$ cat config.mk
export PLATFORM = sky130hd
export DESIGN_NAME = region_guard_n
export DESIGN_NICKNAME = d
export VERILOG_FILES = /design/src/rtl/region_guard_pkg.sv /design/src/rtl/region_guard_chan.sv /design/src/rtl/region_guard_n.sv
export SDC_FILE = /design/constraint.sdc
export NUM_CORES = 1
export LEC_CHECK = 0
export CAP_MARGIN = 10
export CORE_MARGIN = 1
export CORE_UTILIZATION = 40
export CTS_CLUSTER_DIAMETER = 80
export DETAILED_ROUTE_END_ITERATION = 6
export DONT_BUFFER_PORTS = 1
export SLEW_MARGIN = 30
export SYNTH_ARGS = -nofsm -noshare
export SYNTH_HDL_FRONTEND = slang
export SYNTH_SLANG_ARGS = --single-unit
$ cat constraint.sdc
create_clock -name clk -period 3.15 [get_ports clk]
set_input_delay 0.1575 -clock clk [delete_from_list [all_inputs] [get_ports clk]]
set_output_delay 0.1575 -clock clk [all_outputs]
set_load 0.01 [all_outputs]
$ cat src/rtl/region_guard_pkg.sv
// Shared definitions for the N-channel region guard: cause codes, FSM encodings
// and the wrap-free range compare used by every channel.
package region_guard_pkg;

  localparam logic [2:0] C_NONE   = 3'd0;
  localparam logic [2:0] C_DMA    = 3'd1;
  localparam logic [2:0] C_IRQ    = 3'd2;
  localparam logic [2:0] C_DATA   = 3'd3;
  localparam logic [2:0] C_DATA_W = 3'd4;
  localparam logic [2:0] C_ENTRY  = 3'd5;
  localparam logic [2:0] C_EXIT   = 3'd6;

  localparam logic CH_RUN  = 1'b0;
  localparam logic CH_EXEC = 1'b1;

  localparam logic G_IDLE = 1'b0;
  localparam logic G_KILL = 1'b1;

  // 17-bit compare so a region ending at 16'hFFFF never wraps; size 0 never matches.
  function automatic logic in_range(input logic [15:0] x,
                                    input logic [15:0] base,
                                    input logic [15:0] size);
    logic [16:0] w_end;
    w_end = {1'b0, base} + {1'b0, size};
    return ({1'b0, x} >= {1'b0, base}) && ({1'b0, x} < w_end);
  endfunction

endpackage

$ cat src/rtl/region_guard_chan.sv
// One protected channel: RUN/EXEC tracking of its code region and the
// highest-priority violation it sees this cycle.
module region_guard_chan
  import region_guard_pkg::*;
#(
  parameter logic [15:0] CODE_BASE = 16'hA000,
  parameter logic [15:0] CODE_SIZE = 16'h4000,
  parameter logic [15:0] DATA_BASE = 16'h0400,
  parameter logic [15:0] DATA_SIZE = 16'h0C00
) (
  input  logic        clk,
  input  logic        rst,
  input  logic [15:0] i_pc,
  input  logic [15:0] i_prev_pc,
  input  logic        i_data_en,
  input  logic        i_data_wr,
  input  logic [15:0] i_data_addr,
  input  logic        i_dma_en,
  input  logic [15:0] i_dma_addr,
  input  logic        i_irq,
  input  logic        i_idle,
  input  logic        i_kill_entry,
  output logic [2:0]  o_cause
);

  localparam logic [15:0] EXIT_ADDR = CODE_BASE + CODE_SIZE - 16'd2;
  localparam logic        ENABLED   = (CODE_SIZE != 16'd0);

  logic r_state;
  logic w_exec;
  logic w_in_code;
  logic w_enter;
  logic w_leave;
  logic w_dma;
  logic w_irq;
  logic w_data;
  logic w_entry;
  logic w_exit;

  assign w_exec    = (r_state == CH_EXEC);
  assign w_in_code = in_range(i_pc, CODE_BASE, CODE_SIZE);
  assign w_enter   = !w_exec && w_in_code && (i_pc == CODE_BASE);
  assign w_leave   = w_exec && !w_in_code && (i_prev_pc == EXIT_ADDR);

  assign w_dma   = i_dma_en && (in_range(i_dma_addr, CODE_BASE, CODE_SIZE) ||
                                in_range(i_dma_addr, DATA_BASE, DATA_SIZE));
  assign w_irq   = i_irq && (w_exec || w_enter);
  // Data accesses are legal only from inside the channel's own code.
  assign w_data  = i_data_en && in_range(i_data_addr, DATA_BASE, DATA_SIZE) &&
                   !w_exec && !w_enter;
  assign w_entry = !w_exec && w_in_code && (i_pc != CODE_BASE);
  assign w_exit  = w_exec && !w_in_code && (i_prev_pc != EXIT_ADDR);

  always_comb begin
    o_cause = C_NONE;
    if (ENABLED) begin
      if (w_dma)                   o_cause = C_DMA;
      else if (w_irq)              o_cause = C_IRQ;
      else if (w_data && i_data_wr) o_cause = C_DATA_W;
      else if (w_data)             o_cause = C_DATA;
      else if (w_entry)            o_cause = C_ENTRY;
      else if (w_exit)             o_cause = C_EXIT;
    end
  end

  // Tracking is frozen during a kill; entering the kill drops every channel to RUN.
  always_ff @(posedge clk or posedge rst) begin
    if (rst) begin
      r_state <= CH_RUN;
    end else if (i_kill_entry) begin
      r_state <= CH_RUN;
    end else if (i_idle) begin
      if (w_enter)      r_state <= CH_EXEC;
      else if (w_leave) r_state <= CH_RUN;
    end
  end

endmodule

$ cat src/rtl/region_guard_n.sv
// N-channel code/data region guard: per-channel monitors, first-violation
// priority select, and the kill/hold sequencer that drives the CPU reset.
module region_guard_n
  import region_guard_pkg::*;
#(
  parameter int                   NREG          = 2,
  parameter logic [NREG*16-1:0]   CODE_BASE     = {16'hE000, 16'hA000},
  parameter logic [NREG*16-1:0]   CODE_SIZE     = {16'h0800, 16'h4000},
  parameter logic [NREG*16-1:0]   DATA_BASE     = {16'h6A00, 16'h0400},
  parameter logic [NREG*16-1:0]   DATA_SIZE     = {16'h0020, 16'h0C00},
  parameter logic [15:0]          RESET_HANDLER = 16'h0000,
  parameter int                   HOLD_CYCLES   = 4
) (
  input  logic        clk,
  input  logic        puc_rst,
  input  logic [15:0] pc,
  input  logic        data_en,
  input  logic        data_wr,
  input  logic [15:0] data_addr,
  input  logic        dma_en,
  input  logic [15:0] dma_addr,
  input  logic        irq,
  output logic        reset,
  output logic        viol_valid,
  output logic [2:0]  viol_region,
  output logic [2:0]  viol_cause
);

  localparam logic [7:0] HOLD_INIT = 8'(HOLD_CYCLES);

  logic [15:0] r_prev_pc;
  logic        r_gstate;
  logic [7:0]  r_hold;
  logic        r_reset;
  logic        r_viol_valid;
  logic [2:0]  r_viol_region;
  logic [2:0]  r_viol_cause;

  logic [2:0]  w_cause [NREG];
  logic        w_any;
  logic [2:0]  w_sel_region;
  logic [2:0]  w_sel_cause;
  logic        w_idle;
  logic        w_kill_entry;
  logic        w_release;

  assign w_idle       = (r_gstate == G_IDLE);
  assign w_kill_entry = w_idle && w_any;
  assign w_release    = (r_gstate == G_KILL) && (r_hold == 8'd0) && (pc == RESET_HANDLER);

  genvar g;
  generate
    for (g = 0; g < NREG; g++) begin : g_chan
      region_guard_chan #(
        .CODE_BASE (CODE_BASE[g*16 +: 16]),
        .CODE_SIZE (CODE_SIZE[g*16 +: 16]),
        .DATA_BASE (DATA_BASE[g*16 +: 16]),
        .DATA_SIZE (DATA_SIZE[g*16 +: 16])
      ) u_chan (
        .clk          (clk),
        .rst          (puc_rst),
        .i_pc         (pc),
        .i_prev_pc    (r_prev_pc),
        .i_data_en    (data_en),
        .i_data_wr    (data_wr),
        .i_data_addr  (data_addr),
        .i_dma_en     (dma_en),
        .i_dma_addr   (dma_addr),
        .i_irq        (irq),
        .i_idle       (w_idle),
        .i_kill_entry (w_kill_entry),
        .o_cause      (w_cause[g])
      );
    end
  endgenerate

  // Scan high-to-low so the lowest violating channel index is the one kept.
  always_comb begin
    w_any        = 1'b0;
    w_sel_region = 3'd0;
    w_sel_cause  = C_NONE;
    for (int i = NREG - 1; i >= 0; i--) begin
      if (w_cause[i] != C_NONE) begin
        w_any        = 1'b1;
        w_sel_region = 3'(i);
        w_sel_cause  = w_cause[i];
      end
    end
  end

  always_ff @(posedge clk or posedge puc_rst) begin
    if (puc_rst) begin
      r_prev_pc     <= RESET_HANDLER;
      r_gstate      <= G_IDLE;
      r_hold        <= 8'd0;
      r_reset       <= 1'b0;
      r_viol_valid  <= 1'b0;
      r_viol_region <= 3'd0;
      r_viol_cause  <= C_NONE;
    end else begin
      r_prev_pc <= pc;
      if (r_gstate == G_IDLE) begin
        if (w_any) begin
          r_gstate      <= G_KILL;
          r_reset       <= 1'b1;
          r_hold        <= HOLD_INIT;
          r_viol_valid  <= 1'b1;
          r_viol_region <= w_sel_region;
          r_viol_cause  <= w_sel_cause;
        end
      end else begin
        // Debug capture stays frozen for the whole kill and after release.
        if (w_release) begin
          r_gstate <= G_IDLE;
          r_reset  <= 1'b0;
        end else if (r_hold != 8'd0) begin
          r_hold <= r_hold - 8'd1;
        end
      end
    end
  end

  assign reset       = r_reset;
  assign viol_valid  = r_viol_valid;
  assign viol_region = r_viol_region;
  assign viol_cause  = r_viol_cause;

endmodule

==> results_dict.tcl, run 1 <==
set metrics [dict create \
    period_minus_slack_ps 2540 \
    ys_async_sr_fraction_pct 100 \
    hold_ws_ps 126 \
    via_per_inst 5.91 \
    drc 0 \
    stdcell_count 243 \
    cap_viol_max_count 0 \
    r2r_cells 6 \
    syn_area_um2 1800 \
    cp_data_required_time_ps 3320 \
    wire_per_inst_um 16.1 \
    drtAntennaViolNets 0 \
    gp_congestion 0.892 \
    nets 246 \
    max_stage_delay_ps 450 \
    synth_top_cell_area_share_pct 46.0 \
    tightestPinTransition_ps 798 \
    worst_clock_skew_ps 3.50 \
    finalCritPeriodShare_pct 80.6 \
    min_from "pc[12]" \
    seq_area_frac_synth_pct 46.0 \
    gr-usage-met3_pct 4.68 \
    critPathLaunchType "flop" \
    reg2reg_from "r_prev_pc[0]" \
    end_kind "flop" \
    die_w_um 69.0 \
    diodes 0 \
    use_met1_pct 20.8 \
    root_buffer "clkbuf_8" \
    rsz0062_at_grt "no" \
    dieArea_um2 4760 \
    r2r-end "viol_cause[2]" \
    slew_viol_final 0 \
    antenna_found_initial 0 \
    slew-limit-headroom_pct 46.3 \
    grt.total_usage_pct 17.4 \
    synth_top_cell_by_area "dfrtp_1" \
    dieHeight_um 69.0 \
    layout_common_cells "dfrtp_1, dlygate4sd3_1, nand2_1" \
    r2r_setup_slack_ps 610 \
    ys_warn_count 0 \
    cpMaxStageDelayCell "nor4_1" \
    ioPinCount 62 \
    io_buffer_count 0 \
    first_iter_violations 36 \
    status "completed" \
    hold_path_class "primary input to flop" \
    synth_edf_count 0 \
    avgSynthCellArea_um2 10.6 \
    grt_pass1_wl_um 6560 \
    core-area_um2 4320 \
    finalSetupViolCount 0 \
    ys.flop_type "dfrtp_1" \
    ir_drop_uv 278 \
    worst-setup-path-type "flop to flop" \
    firstDrtPassIters 4 \
    grt_max_degree 34 \
    syn_inst 170 \
    clkSinkCount 33 \
    synth_area_leaders "dfrtp_1, nor4_1, xor2_1" \
    clk_pin_slew_ps 60 \
    holdPathEnd "g_chan[1].u_chan.r_state" \
    dp_cells 219 \
    rows 24 \
    grt_util_met2_pct 29.2 \
    worstPathMaxFanout 16 \
    initial_core_util_pct 41.6 \
    layout_commonest_cell "dfrtp_1" \
    hpwlAfterDp_um 2850 \
    worst_hold_path.num_cells 3 \
    vias 1435 \
    cts_resized 0 \
    p_leak_nw 0.810 \
    drt-total-wl_um 3900 \
    fin_setup_tns_ps 0 \
    cts_buffers 5 \
    insertion_delay_ps 280 \
    post_route_cells_drive_above_1_share_pct 11.5 \
    syn_to_final_growth_pct 17.8 \
    path_cells "nand4b_1 > nor4_1 > a211oi_1 > a311oi_2 > a41oi_4 > mux2_1" \
    arrival_ps 2710 \
    overflow 0 \
    grt_pass1_vias 1479 \
    ys_types 53 \
    timing.fmax_ghz 0.394 \
    p_per_area_nw_per_um2 555 \
    cts_tree "yes" \
    clock_path_buffers 2 \
    ys_ff_latch 33 \
    busiest_layer "met2" \
    final_hold_viol_count 0 \
    cts_htree_levels 2 \
]
-- critical path, delay by kind of cell, from the launching register on --
family,cells,cell delay [ps]
AOI/OAI and AO/OA,3,990
DFF,1,380
muxes,1,410
and+or+nand+nor,2,640
-- cell usage after synthesis, types with 3 or more instances --
library cell and n:
dfrtp_1 33, nand2_1 13, nor2_1 11, nor4_1 9, inv_1 6, or4_1 6, xor2_1 6, a211oi_1 5
nand4b_1 5, a21oi_1 4, nand4_1 4, nor3_1 4, o21ai_0 4, or3_1 4, buf_4 3, nand3_1 3
nor2b_1 3
-- cell families after synthesis --
group                      count (synthesis)  synth area share [%]
and+or+nand+nor                           81                  30.0
DFF                                       33                  46.0
AOI/OAI and AO/OA                         31                  13.9
buffers and inverters                     11                  2.92
xor gates and xnor gates                   8                  3.90
muxes                                      4                  2.37
adders and majority gates                  1                 0.696
other                                      1                 0.209
-- state kept, by name, summed over array words and instances, names as in the netlist --
register               count
r_hold                     8
g_chan.u_chan.r_state      2
r_prev_pc                 16
viol_cause                 3
viol_valid                 1
viol_region                1
r_gstate                   1
reset                      1
-- power breakdown --
| part | switching, mW | total [mW] | internal (mW) | leakage, nW |
|---|---|---|---|---|
| clock | 0.147 | 0.377 | 0.230 | 0.0540 |
| combinational | 0.112 | 0.232 | 0.119 | 0.372 |
| sequential | 0.0675 | 0.567 | 0.500 | 0.384 |
-- metal layers --
layer / wire [um] / part of all wire, % / up-vias
met5: 0 / 0 / -
met4: 67 / 1.7 / 0
met3: 221 / 5.7 / 8
met2: 1950 / 50 / 50
met1: 1670 / 43 / 688
li1: - / - / 689
-- worst max-delay path by stage --
stage / from / end / slack (ps)
2_1_floorplan: r_hold[2] / r_gstate / 930
3_3_place_gp: pc[10] / viol_cause[1] / 600
3_5_place_dp: pc[10] / viol_cause[2] / 550
4_1_cts: r_prev_pc[0] / viol_cause[2] / 570
5_1_grt: r_prev_pc[0] / viol_cause[2] / 370
6_report: r_prev_pc[0] / viol_cause[2] / 610
-- cell type report --
| class | instances | area [um2] |
|---|---|---|
| fillers | 406 | 2210 |
| multi-input cells | 127 | 922 |
| flip-flops and latches | 33 | 826 |
| repair buffers | 18 | 178 |
| clock buffers | 5 | 68.8 |
| well taps | 52 | 65.1 |
| clock inverters | 2 | 35.0 |
| inverters | 6 | 22.5 |
-- through the flow --
step	setup WS, ps	area, um2	util [%]	total power, mW
CTS	571	2120	49.0	1.19
global route	369	2120	49.0	1.25
detailed placement	549	1840	42.6	0.792
finish	611	2120	49.0	1.18
floorplan	929	1800	-	0.743
global placement	604	1840	42.6	0.779
-- timing repair --
item,in CTS,in global routing
setup buffers,0,0
endpoints found under the hold margin,49,0
hold buffers,17,0
No activity file was read; power rests on OpenSTA's default activity.
==> inputs of run 2 (changes only) <==
Clock period 3.15 ns to 2.1 ns, I/O delays scaled along.
==> run 2 against run 1 <==
The run now ends with setup timing left. Critical path depth up 1. Utilization rose by 6.5 points. First-iteration DRC count down 56%. Clock power grew 63%. Hold slack improved by 28 ps. Sequential cell count stayed put. Clock skew up 4.0 ps. Fmax increased by 19%. Highest routed layer unchanged. Sequential share of layout area down 4.6 points. Power is 61% higher. Count of clock-buffer cells in the layout increased by 1.
==> results_dict.tcl, run 2 (synthesis gave the netlist of run 1 again) <==
set metrics [dict create \
    nets 271 \
    io_buffer_count 0 \
    finalSetupViolCount 6 \
    grt_pass1_vias 1622 \
    worst-setup-path-type "flop to flop" \
    hold_path_class "primary input to flop" \
    drc 0 \
    gp_congestion 0.825 \
    critPathLaunchType "flop" \
    layout_common_cells "dfrtp_1, buf_4, dlygate4sd3_1" \
    cp_data_required_time_ps 2270 \
    diodes 0 \
    top_layer "met4" \
    grt_max_degree 18 \
    violations "setup timing" \
    post_route_cells_drive_above_1_share_pct 26.7 \
    root_buffer "clkbuf_8" \
    layout_commonest_cell "dfrtp_1" \
    period_minus_slack_ps 2130 \
    seqCellArea_um2 826 \
    p_int_mw 1.37 \
    p_comb_share_pct 23.5 \
    stdcell_count 269 \
    dieHeight_um 69.0 \
    worstPathMaxFanout 6 \
    clkPwrFrac_pct 32.5 \
    die_w_um 69.0 \
    top_register "r_prev_pc" \
    post-route-util_pct 55.4 \
    largest_reg_flops 16 \
    tightestPinTransition_ps 613 \
    setup_slack_ps -34.7 \
    end_kind "flop" \
    grt.total_usage_pct 18.6 \
    overflow 0 \
    syn_to_final_growth_pct 33.4 \
    first_iter_violations 16 \
    worst_clock_skew_ps 7.52 \
    slew_viol_final 0 \
    clkSinkCount 33 \
    met1_length_um 1910 \
    hold_ws_ps 154 \
    ioPinCount 62 \
    rsz0062_at_grt "yes" \
    rows 24 \
    p_leak_nw 0.962 \
    fillers 400 \
    firstDrtPassIters 4 \
    drt-total-wl_um 4230 \
    insertion_delay_ps 280 \
    drtAntennaViolNets 0 \
    cts_htree_levels 2 \
    arrival_ps 2310 \
    initial_core_util_pct 41.6 \
    seq_power_share_pct 44.0 \
    finalCritPeriodShare_pct 102 \
    dpl-instance-area_um2 2050 \
    vias 1531 \
    p_per_area_nw_per_um2 791 \
    hpwlAfterDp_um 3120 \
    dp_cells 242 \
    slew-limit-headroom_pct 59.1 \
    wl_met2_um 2040 \
    wire_per_inst_um 15.7 \
    cts_tree "yes" \
    grt_pass1_wl_um 7200 \
    multi_input_area_um2 995 \
    ir_drop_uv 658 \
    switching_share_pct 27.7 \
    antenna_found_initial 0 \
    timing.fmax_ghz 0.468 \
    dieArea_um2 4760 \
    p_switching_mw 0.525 \
    final_hold_viol_count 0 \
    status "finished with violations" \
    clk_pin_slew_ps 70 \
    wl_met3_um 245 \
    clock_path_buffers 2 \
    via_per_inst 5.69 \
    cap_viol_max_count 0 \
    cts_buffers 5 \
    core-area_um2 4320 \
    design_area_um2 2400 \
]
-- run 2: cell types whose count changed in the layout (fill, tap and decap cells not counted), sizes merged --
| cell | previous run | this run |
|---|---|---|
| buf | 1 | 25 |
| clkbuf | 5 | 7 |
| clkinv | 1 | 0 |
| clkinvlp | 0 | 1 |
-- run 2: area by class of cell --
cell class                      instances  area share, %
Sequential cell                        33           34.4
Timing Repair Buffer                   43           15.4
Tap cell                               52           2.71
Inverter                                6          0.939
Clock inverter                          2           1.57
Clock buffer                            6           3.44
Multi-Input combinational cell        127           41.5
-- run 2: worst max-delay path, stage by stage, from the launching register on --
cell and delay (ps):
dfrtp_1 370, nand4b_1 190, nor4_2 330, buf_4 190
nor2b_4 50, nor4_4 300, a41oi_4 240, mux2_1 350
-- run 2: layer usage --
| metal | GRT usage [%] | vias to the layer above |
|---|---|---|
| met3 | 3.51 | 5 |
| met1 | 24.5 | 735 |
| met2 | 30.7 | 59 |
| met4 | 6.12 | 0 |
| li1 | - | 732 |
| met5 | 0 | - |
-- run 2: through the flow --
step                      TNS [ps]  setup WS (ps)  total power, mW
final                         -146          -34.7             1.90
after global routing         -1640           -142             2.01
after CTS                   -0.265         -0.265             1.91
after detailed placement      -963           -141             1.26
after global placement        -534           -116             1.24
after floorplan              -51.5          -14.5             1.12
-- run 2: repair_timing --
item | 4_1_cts | 5_1_grt
endpoints found under the hold margin | 32 | 0
setup buffers | 0 | 1
setup endpoints to repair | 16 | 16
hold buffers | 17 | 0
gates cloned | 0 | 1
pin swaps | 5 | 4
gates resized for setup | 6 | 3
-- run 2: power by group through the flow --
| stage | combinational (mW) | clock (mW) | sequential [mW] |
|---|---|---|---|
| after floorplan | 0.282 | 0 | 0.841 |
| after global placement | 0.402 | 0 | 0.843 |
| after detailed placement | 0.417 | 0 | 0.847 |
| after CTS | 0.451 | 0.628 | 0.834 |
| after global routing | 0.507 | 0.654 | 0.846 |
| final | 0.446 | 0.616 | 0.835 |
-- run 2: worst paths after layout --
path                              start                  endpoint  slack [ps]  cells after the start
max in group asynchronous       puc_rst                 r_hold[2]        1110                      3
max reg2reg                r_prev_pc[0]             viol_cause[2]         -30                      7
min in group asynchronous       puc_rst              r_prev_pc[0]         330                      2
min reg2reg                  viol_valid                viol_valid         540                      1
min                              pc[15]  g_chan[0].u_chan.r_state         150                      4
max                        r_prev_pc[0]             viol_cause[2]         -30                      7
==> inputs of run 3 (changes only) <==
Settings changed: GPL_ROUTABILITY_DRIVEN set to 1, SETUP_SLACK_MARGIN set to 0.05.
==> run 3 against run 2 <==
The flow still finishes with violations (setup timing). Power increased by 2.8%. Worst setup slack improved by 9.3 ps. Register-to-register slack about the same. Design area increased by 1.8%. Via count decreased by 1.4%. Combinational power increased by 11%. Sequential power about the same. Final cell count increased by 0.37%. Sequential share of layout area decreased by 0.60 points. Clock power about the same. Global-route usage increased by 0.44 points. Critical endpoint is now viol_cause[1]. Largest power group unchanged.
==> results_dict.tcl, run 3 (synthesis gave the netlist of run 1 again) <==
set metrics [dict create \
    drc 0 \
    wire_per_inst_um 15.7 \
    slew-limit-headroom_pct 58.8 \
    violations "setup timing" \
    overflow 0 \
    cpMaxStageDelayCell "dfrtp_1" \
    clock_path_buffers 2 \
    drt-total-wl_um 4250 \
    p_switching_mw 0.549 \
    hold_path_class "primary input to flop" \
    status "finished with violations" \
    p_leak_nw 0.975 \
    arrival_ps 2300 \
    hpwlAfterDp_um 3120 \
    drtAntennaViolNets 0 \
    worst-setup-path-type "flop to flop" \
    hold_ws_ps 156 \
    final_hold_viol_count 0 \
    grt_max_degree 18 \
    die_w_um 69.0 \
    end_kind "flop" \
    first_iter_violations 25 \
    cts_buffers 5 \
    cts_htree_levels 2 \
    post_route_cells_drive_above_1_share_pct 29.8 \
    nets 272 \
    crit_buf_inv 1 \
    layout_commonest_cell "dfrtp_1" \
    max_stage_delay_ps 370 \
    insertion_delay_ps 280 \
    slew_viol_final 0 \
    tightestPinTransition_ps 617 \
    layout_common_cells "dfrtp_1, buf_4, dlygate4sd3_1" \
    rows 24 \
    initial_core_util_pct 41.6 \
    largest_reg_flops 16 \
    ir_drop_uv 665 \
    clk_pin_slew_ps 70 \
    via_per_inst 5.59 \
    rsz0062_at_grt "yes" \
    clkPwrFrac_pct 31.5 \
    cp_data_required_time_ps 2270 \
    p_per_area_nw_per_um2 799 \
    r2r-end "viol_cause[1]" \
    finalSetupViolCount 5 \
    cap_viol_max_count 0 \
    diodes 0 \
    grt_pass1_vias 1657 \
    firstDrtPassIters 4 \
    dieArea_um2 4760 \
    top_register "r_prev_pc" \
    p_int_mw 1.40 \
    antenna_found_initial 0 \
    path_cells "nand4b_1 > nor4_2 > buf_4 > nor2b_4 > nor4_4 > a41oi_4 > mux2_4" \
    syn_to_final_growth_pct 35.8 \
    timing.fmax_ghz 0.470 \
    gp_congestion 0.825 \
    worstPathMaxFanout 6 \
    dieHeight_um 69.0 \
    reg2reg_from "r_prev_pc[0]" \
    min_from "pc[15]" \
    root_buffer "clkbuf_8" \
    path_delay_family "simple AND/OR/NAND/NOR gates" \
    worst_hold_path.num_cells 4 \
    ioPinCount 62 \
    r2r_setup_slack_ps -30 \
    switching_share_pct 28.1 \
    seq_power_share_pct 43.0 \
    period_minus_slack_ps 2130 \
    grt.total_usage_pct 19.0 \
    holdPathEnd "g_chan[0].u_chan.r_state" \
    setup_slack_ps -25.5 \
    finalPower_mw 1.95 \
    worst_clock_skew_ps 7.04 \
    vias 1509 \
    io_buffer_count 0 \
    post-place-ws_ps -141 \
    core-area_um2 4320 \
    clkSinkCount 33 \
    grt_pass1_wl_um 7360 \
    cts_tree "yes" \
    p_comb_share_pct 25.5 \
    critPathLaunchType "flop" \
    r2r_cells 7 \
    finalCritPeriodShare_pct 101 \
]
run 3: what timing repair did:
action,4_1_cts,5_1_grt
endpoints found under the setup margin,17,16
gates cloned,1,0
hold endpoints to repair,32,0
buffers inserted,1,1
hold buffers,17,0
pin swaps,6,4
gates resized for setup,13,2
run 3: metal layers:
metal,GRT usage (%),up-vias,wire length (um)
li1,-,732,-
met1,24.8,722,1940
met2,31.9,50,2060
met3,3.51,5,203
met4,6.12,0,39
met5,0,-,0
run 3: layout make-up:
type	instances	area (um2)
multi-input cells	127	1030
inverters	6	22.5
clock inverters	2	37.5
well taps	52	65.1
flip-flops and latches	33	826
repair buffers	44	374
clock buffers	6	82.6
fillers	397	1880
run 3: power by group through the flow:
| stage | clock, mW | sequential (mW) | combinational (mW) |
|---|---|---|---|
| detailed placement | 0 | 0.847 | 0.417 |
| finish | 0.615 | 0.838 | 0.497 |
| floorplan | 0 | 0.841 | 0.282 |
| global placement | 0 | 0.843 | 0.402 |
| CTS | 0.628 | 0.838 | 0.501 |
| global route | 0.654 | 0.851 | 0.561 |
run 3: metrics by stage:
step                cells  utilization, %  instance area, um2  TNS (ps)
floorplan             171               -                1840     -51.5
global placement      242            47.5                2050      -534
detailed placement    242            47.5                2050      -963
CTS                   269            56.1                2420         0
global route          270            56.4                2440     -1610
finish                270            56.4                2440     -89.0
run 3: how the worst max path moves through the flow:
stage | startpoint | slack, ps | depth (start not counted) | to
floorplan | pc[7] | -10 | 7 | r_gstate
global placement | data_addr[12] | -120 | 6 | viol_cause[2]
detailed placement | data_addr[12] | -140 | 7 | viol_cause[2]
CTS | r_prev_pc[0] | 10 | 7 | viol_cause[1]
global route | r_prev_pc[0] | -150 | 8 | reset
finish | r_prev_pc[0] | -30 | 7 | viol_cause[1]
run 3: worst reg2reg max path, cell delays in order, from the launching register on:
cell      delay, ps
dfrtp_1         370
nand4b_1        190
nor4_2          330
buf_4           190
nor2b_4          50
nor4_4          300
a41oi_4         240
mux2_4          340
